### config.mk
export PLATFORM = sky130hd
export DESIGN_NAME = cpu_control_unit
export DESIGN_NICKNAME = d
export VERILOG_FILES = /design/src/rtl/cpu_pkg.sv /design/src/rtl/enter_edge.sv /design/src/rtl/cpu_control_unit.sv
export SDC_FILE = /design/constraint.sdc
export NUM_CORES = 1
export LEC_CHECK = 0
export CAP_MARGIN = 25
export CORE_AREA = 8 8 45 47
export CTS_CLUSTER_DIAMETER = 200
export DETAILED_ROUTE_END_ITERATION = 16
export DIE_AREA = 0 0 53 55
export HOLD_SLACK_MARGIN = 0.1
export PLACE_DENSITY = 0.78
export RECOVER_POWER = 25
export SETUP_SLACK_MARGIN = 0.15
export SLEW_MARGIN = 20
export SYNTH_ARGS = -nofsm -noshare
export SYNTH_HDL_FRONTEND = slang
export SYNTH_SLANG_ARGS = --single-unit
### constraint.sdc
create_clock -name Clock -period 1.2 [get_ports Clock]
set_input_delay 0.24 -clock Clock [delete_from_list [all_inputs] [get_ports Clock]]
set_output_delay 0.24 -clock Clock [all_outputs]
set_load 0.03 [all_outputs]
### src/rtl/cpu_pkg.sv
// Shared encodings for the accumulator CPU control unit: opcodes, FSM state codes, A-source select.
package cpu_pkg;

  localparam logic [2:0] OP_LOAD  = 3'b000;
  localparam logic [2:0] OP_STORE = 3'b001;
  localparam logic [2:0] OP_ADD   = 3'b010;
  localparam logic [2:0] OP_SUB   = 3'b011;
  localparam logic [2:0] OP_INPUT = 3'b100;
  localparam logic [2:0] OP_JZ    = 3'b101;
  localparam logic [2:0] OP_JPOS  = 3'b110;
  localparam logic [2:0] OP_HALT  = 3'b111;

  // Execute states are 8 + opcode so DECODE can form them directly.
  typedef enum logic [3:0] {
    S_START  = 4'd0,
    S_FETCH  = 4'd1,
    S_DECODE = 4'd2,
    S_LOAD   = 4'd8,
    S_STORE  = 4'd9,
    S_ADD    = 4'd10,
    S_SUB    = 4'd11,
    S_INPUT  = 4'd12,
    S_JZ     = 4'd13,
    S_JPOS   = 4'd14,
    S_HALT   = 4'd15
  } state_e;

  localparam logic [1:0] ASEL_ADD = 2'b00;
  localparam logic [1:0] ASEL_IN  = 2'b01;
  localparam logic [1:0] ASEL_MEM = 2'b10;

endpackage

### src/rtl/enter_edge.sv
// Rising-edge detector for the operator Enter switch (already synchronous to Clock).
module enter_edge (
  input  logic Clock,
  input  logic Reset,
  input  logic Enter,
  output logic enter_rise
);

  logic enter_d;

  always_ff @(posedge Clock) begin
    if (Reset) begin
      enter_d <= 1'b0;
    end else begin
      enter_d <= Enter;
    end
  end

  assign enter_rise = Enter & ~enter_d;

endmodule

### src/rtl/cpu_control_unit.sv
// Fetch/decode/execute sequencer for the 8-bit accumulator CPU datapath.
module cpu_control_unit
  import cpu_pkg::*;
#(
  parameter int unsigned OPW = 3,
  parameter int unsigned STW = 4
) (
  input  logic           Clock,
  input  logic           Reset,
  input  logic           Enter,
  input  logic [OPW-1:0] opcode,
  input  logic           Aeq0,
  input  logic           Apos,
  output logic           IRload,
  output logic           JMPmux,
  output logic           PCload,
  output logic           Meminst,
  output logic           MemWr,
  output logic [1:0]     Asel,
  output logic           Aload,
  output logic           Sub,
  output logic           Halt,
  output logic [STW-1:0] outputState
);

  state_e state_q;
  logic   enter_rise;

  enter_edge u_enter_edge (
    .Clock      (Clock),
    .Reset      (Reset),
    .Enter      (Enter),
    .enter_rise (enter_rise)
  );

  always_ff @(posedge Clock) begin
    if (Reset) begin
      state_q <= S_START;
    end else begin
      case (state_q)
        S_START:  state_q <= S_FETCH;
        S_FETCH:  state_q <= S_DECODE;
        S_DECODE: state_q <= state_e'({1'b1, opcode[2:0]});
        S_INPUT:  state_q <= enter_rise ? S_START : S_INPUT;
        S_HALT:   state_q <= S_HALT;
        default:  state_q <= S_START;  // executes and illegal codes 3..7
      endcase
    end
  end

  assign outputState = STW'(state_q);

  // Controls are held at zero during Reset so a coincident Enter rise cannot load A.
  always_comb begin
    IRload  = 1'b0;
    JMPmux  = 1'b0;
    PCload  = 1'b0;
    Meminst = 1'b0;
    MemWr   = 1'b0;
    Asel    = ASEL_ADD;
    Aload   = 1'b0;
    Sub     = 1'b0;
    Halt    = 1'b0;
    if (!Reset) begin
      case (state_q)
        S_FETCH: begin
          Meminst = 1'b1;
          IRload  = 1'b1;
          PCload  = 1'b1;
        end
        S_LOAD: begin
          Asel  = ASEL_MEM;
          Aload = 1'b1;
        end
        S_STORE: MemWr = 1'b1;
        S_ADD:   Aload = 1'b1;
        S_SUB: begin
          Aload = 1'b1;
          Sub   = 1'b1;
        end
        S_INPUT: begin
          Asel  = ASEL_IN;
          Aload = enter_rise;
        end
        S_JZ: begin
          JMPmux = 1'b1;
          PCload = Aeq0;
        end
        S_JPOS: begin
          JMPmux = 1'b1;
          PCload = Apos;
        end
        S_HALT:  Halt = 1'b1;
        default: ;
      endcase
    end
  end

endmodule
# ---- After elaboration in Yosys (flattened, before gate mapping)
# Index checks and enable logic that the tools add are counted.
dict set report classes {
  n_eq_ne 10
  muxes 18
  bitwise 2
  reduce_logical 3
}
# op n
set ops {}
lappend ops {{equality test 4 bit (second input constant)} 8}
lappend ops {{case mux 4 bit (5 select lines)} 1}
lappend ops {{two-way mux 1 bit} 12}
lappend ops {{equality test 4 x 1 -> 1 bit (second input constant)} 1}
lappend ops {{equality test 4 x 2 -> 1 bit (second input constant)} 1}
lappend ops {{zero test 4 bit} 1}
lappend ops {{two-way mux 4 bit} 1}
lappend ops {{case mux 2 bit (2 select lines)} 1}
lappend ops {{case mux 1 bit (3 select lines)} 1}
lappend ops {{OR reduction 3 bit} 1}
lappend ops {{two-way mux 2 bit} 1}
lappend ops {{case mux 1 bit (2 select lines)} 1}
lappend ops {{OR reduction 2 bit} 1}
lappend ops {{AND 1 bit} 1}
lappend ops {{inverter 1 bit} 1}
dict set report totals {
  ff_bits 5
  inputBits 8
  output_inout_bits 14
  elab_cells 35
}

# ---- Depth between registers and ports, before layout
dict set report depth {
  depth_word 4
  ltp_mapped 5
  mapped_depth_nobuf 4
}

# ---- Hierarchy
# A second synthesis with hierarchy kept.
dict set report hier_totals {
  cells_unflattened 48
  area_unflattened_um2 390.4
}
# mod instances cells_each area_per_inst_um2 seq_area_each_um2
set by_module_without_submodules {}
lappend by_module_without_submodules {cpu_control_unit 1 45 342.8 80.1}
lappend by_module_without_submodules {enter_edge 1 3 47.5 20.0}

# ---- Least setup slack after synthesis
# OpenSTA, ideal clock, no wires.
dict set report synth_path {
  path_type {reg-to-output}
  from {register state_q[1] (netlist: outputState[1])}
  to {output port Aload}
  t_arrival_ns 1.770
  t_required_ns 0.960
  setup_slack_ns -0.810
  stages_incl_launch_ff 4
  path_buffers 1
  path_cell_list {dfxtp_1 -> buf_4 -> nor2b_1 -> nor4bb_1}
}
dict set report synth_between {
  elab_chain_len 4
  elab_cells_between_ends 7
  classes_between {4 x eq/ne; 2 x mux; 1 x reduce/logical}
}
# item line_no
set synth_rtl {}
lappend synth_rtl {{start: declaration} cpu_control_unit.sv:26} ;# state_e state_q;
lappend synth_rtl {{start signal: assignment} cpu_control_unit.sv:43} ;# S_DECODE: state_q <= state_e'({1'b1, opcode[2:0]});
lappend synth_rtl {{start signal: assignment} cpu_control_unit.sv:44} ;# S_INPUT: state_q <= enter_rise ? S_START : S_INPUT;
lappend synth_rtl {{equality test 4 bit} cpu_control_unit.sv:65} ;# case (state_q)
lappend synth_rtl {{OR reduction 3 bit (no source line)} n/a}
lappend synth_rtl {{case mux 1 bit (2 select lines) *} cpu_control_unit.sv:65}
lappend synth_rtl {{two-way mux 1 bit *} cpu_control_unit.sv:64} ;# if (!Reset) begin
lappend synth_rtl {{end: declaration} cpu_control_unit.sv:20} ;# output logic Aload,
# Mark *: on every way between the ends. The rest lies on a longest branch, timed or not.

# ---- Worst setup path in the final report
dict set report layout_path {
  from {register state_q[3] (netlist: outputState[3])}
  to {output port Asel[1]}
}
dict set report layout_between {
  elab_chain_len 3
  elab_cells_between_ends 4
  classes_between {2 x eq/ne; 2 x mux}
}
# item line_no
set layout_rtl {}
lappend layout_rtl {{equality test 4 bit} cpu_control_unit.sv:65}
lappend layout_rtl {{case mux 2 bit (2 select lines) *} cpu_control_unit.sv:65}
lappend layout_rtl {{two-way mux 2 bit *} cpu_control_unit.sv:64}
lappend layout_rtl {{end: declaration} cpu_control_unit.sv:19} ;# output logic [1:0] Asel,
# Marks and branches as above.

==> flow_metrics.py <==
metrics = {
    "run_status": {
        "status": "finished with violations",
        "violations": "setup timing",
    },
    "logic_synthesis": {
        "async_flop_share_pct": 0,
        "ys_ff_latch": 5,
        "syn_inst": 51,
        "ys_warn_count": 0,
        "netlist_area_sq_um": 390,
        "synth_top_area_share_pct": 25.6,
        "syn-num-nets": 59,
        "avgSynthCellArea_sq_um": 7.65,
        "ys_seq_area_share_pct": 25.6,
        "synthFlopType": "dfxtp_1",
        "synth_edf_count": 0,
        "synth.distinct_cells": 25,
        "synth_area_leaders": "dfxtp_1 (26%), buf_4 (5.8%), buf_6 (5.8%)",
        "synth_top_area_cell": "dfxtp_1",
    },
    "drt": {
        "wl_per_cell_microns": 17.6,
        "drtPass1Iterations": 4,
        "final_antenna_net_count": 0,
        "drtIter0Drc": 4,
        "vias": 569,
        "wl_microns": 1920,
        "vias_per_cell": 5.22,
        "route.detailed.drc": 0,
    },
    "job": {
        "cap_violations": 0,
    },
    "sta": {
        "finalHoldViolCount": 0,
        "grt_setup_unrepaired": "yes",
        "period_share_pct": 131,
        "setup_viol": 14,
        "tightest_slew_ns": 0.268,
        "timing.setup.tns_ns": -3.27,
        "layout_min_cycle_time_ns": 1.57,
        "timing.slew.headroom_pct": 82.1,
        "finClkSkew_ns": 0.00115,
        "setup_slack_ns": -0.371,
        "maxSlewViolCount": 0,
        "fmax_mhz": 637,
    },
    "floorplanning": {
        "io_pins": 22,
        "initial_utilization_pct": 28.2,
        "die_h_microns": 55,
        "die_w_microns": 53,
        "row_count": 14,
        "core_sq_mm": 0.00138,
        "die_area_sq_mm": 0.00292,
    },
    "layout": {
        "final_common_cell": "buf_6",
        "finalNonFillerCells": 109,
        "fillers": 86,
        "postLayoutCoreUtil_pct": 73.8,
        "diodes": 0,
        "multi_input_area_sq_um": 417,
        "areaGrowthSynthToFinish_pct": 162,
        "finalNetCount": 102,
        "drive_above_1_share_pct": 76.3,
        "final_cell_mix": "buf_6 (25), buf_4 (12), nor2_4 (5), clkdlybuf4s50_1 (5), nor3_4 (4)",
        "sequential_cell_area_sq_um": 113,
    },
    "setup_path": {
        "path_delay_family": "simple AND/OR/NAND/NOR gates",
        "criticalPathCategory": "reg -> out",
        "crit_fanout": 3,
        "critical_path_required_ns": 0.96,
        "crit_slowest_cell": "or3b_4",
        "max_stage_delay_ns": 0.42,
        "cp-end-kind": "primary output",
        "critPathLaunchType": "register",
        "cp.arrival_ns": 1.33,
        "path_buf_inv": 1,
        "path_cells": "or3b_4, nor3_4, buf_6",
    },
    "clock_tree": {
        "cts_tree": "built",
        "max-clock-path-buffers": 2,
        "clk_latency_ns": 0.24,
        "clock-sinks": 5,
        "numCtsBuffers": 3,
        "clkTransAtPathRegs_ns": 0.04,
        "cts_hold_buf": 0,
        "cts_max_level": 1,
        "cts_root_buffer": "clkbuf_4",
    },
    "pwr": {
        "powerDensity_mw_per_mm2": 867,
        "p_leak_uw": 0.000413,
        "peakVddDrop_mv": 0.599,
        "total_power_uw": 886,
    },
    "placed_design": {
        "dpl.hpwl_microns": 1060,
        "numPlacedInstances": 97,
        "gp_congestion": 0.735,
        "io_buffers": 21,
        "post-place-ws_ns": -0.483,
    },
    "global_route": {
        "overflow": 0,
        "grt_max_degree": 11,
        "antenna_found_initial": 0,
        "grt_pass1_wl_microns": 2310,
        "grt_pass1_vias": 507,
        "grt_use_total_pct": 10.6,
    },
    "worst_hold_path": {
        "hold_class": "in -> reg",
    },
}
[cell type report]
type                            instances  share of cell area [%]
Clock buffer                            4                    2.57
Inverter                                1                   0.613
Tap cell                               16                    1.96
Multi-Input combinational cell         39                    40.8
Timing Repair Buffer                   44                    43.0
Sequential cell                         5                    11.0
[where the power goes]
| group | switching, uW | leakage (uW) | total (uW) | internal (uW) |
|---|---|---|---|---|
| clock network | 61.8 | 0.0000150 | 187 | 125 |
| logic | 242 | 0.000355 | 489 | 247 |
| registers | 26.7 | 0.0000436 | 209 | 182 |
[cell usage after synthesis, types with 2 or more instances]
cell type	n
a21oi_1	4
buf_4	3
buf_6	2
dfxtp_1	5
nand2_1	5
nand3_1	3
nand4_1	2
nor2_1	5
nor2b_1	3
nor3_1	2
o21ai_0	3
[sequential cells by signal, indices dropped and copies added (netlist names)]
signal / count
outputState: 4
u_enter_edge.enter_d: 1
[repair_timing]
item	4_1_cts	5_1_grt
setup buffers	2	6
setup endpoints to repair	18	18
pin swaps	12	5
resized for setup	30	14
[metal layers]
layer | routed length, microns | track usage (%) | vias up | share of wire [%]
met2 | 983 | 17.8 | 17 | 51
met4 | 36 | 8.19 | 0 | 1.9
met3 | 104 | 2.14 | 4 | 5.4
met1 | 791 | 11.6 | 285 | 41
met5 | 0 | 0 | - | 0
li1 | - | - | 263 | -
[worst register-to-register path, stage by stage (launching register included)]
cell	delay (ns)
dfxtp_4	0.34
buf_4	0.17
nor2_4	0.14
buf_6	0.12
a21oi_2	0.04
a31o_1	0.25
a21oi_2	0.12
[path summary, 6_finish.rpt]
| path | slack [ns] | start | cells past startpoint | to |
|---|---|---|---|---|
| max | -0.37 | outputState[3] | 3 | Asel[1] |
| min | 0.39 | Enter | 2 | u_enter_edge.enter_d |
| max reg2reg | -0.06 | outputState[3] | 6 | outputState[3] |
| min reg2reg | 0.77 | outputState[0] | 4 | outputState[1] |
[cell families (layout without fill, tap and decap cells)]
group                  Yosys count  in the layout  share of synthesized area, %
AO/OA/AOI/OAI                   11             11                          17.0
AND/OR/NAND/NOR                 28             28                          43.9
buffers and inverters            7             49                          13.5
flip-flops                       5              5                          25.6
[stage by stage]
stage                     instance area [sq um]  hold WS, ns
after global routing                       1020        0.389
after global placement                      773        0.682
after floorplan                             529        0.368
final                                      1020        0.387
after detailed placement                    773        0.686
after CTS                                   916        0.374
(Power assumes the default switching activity.)
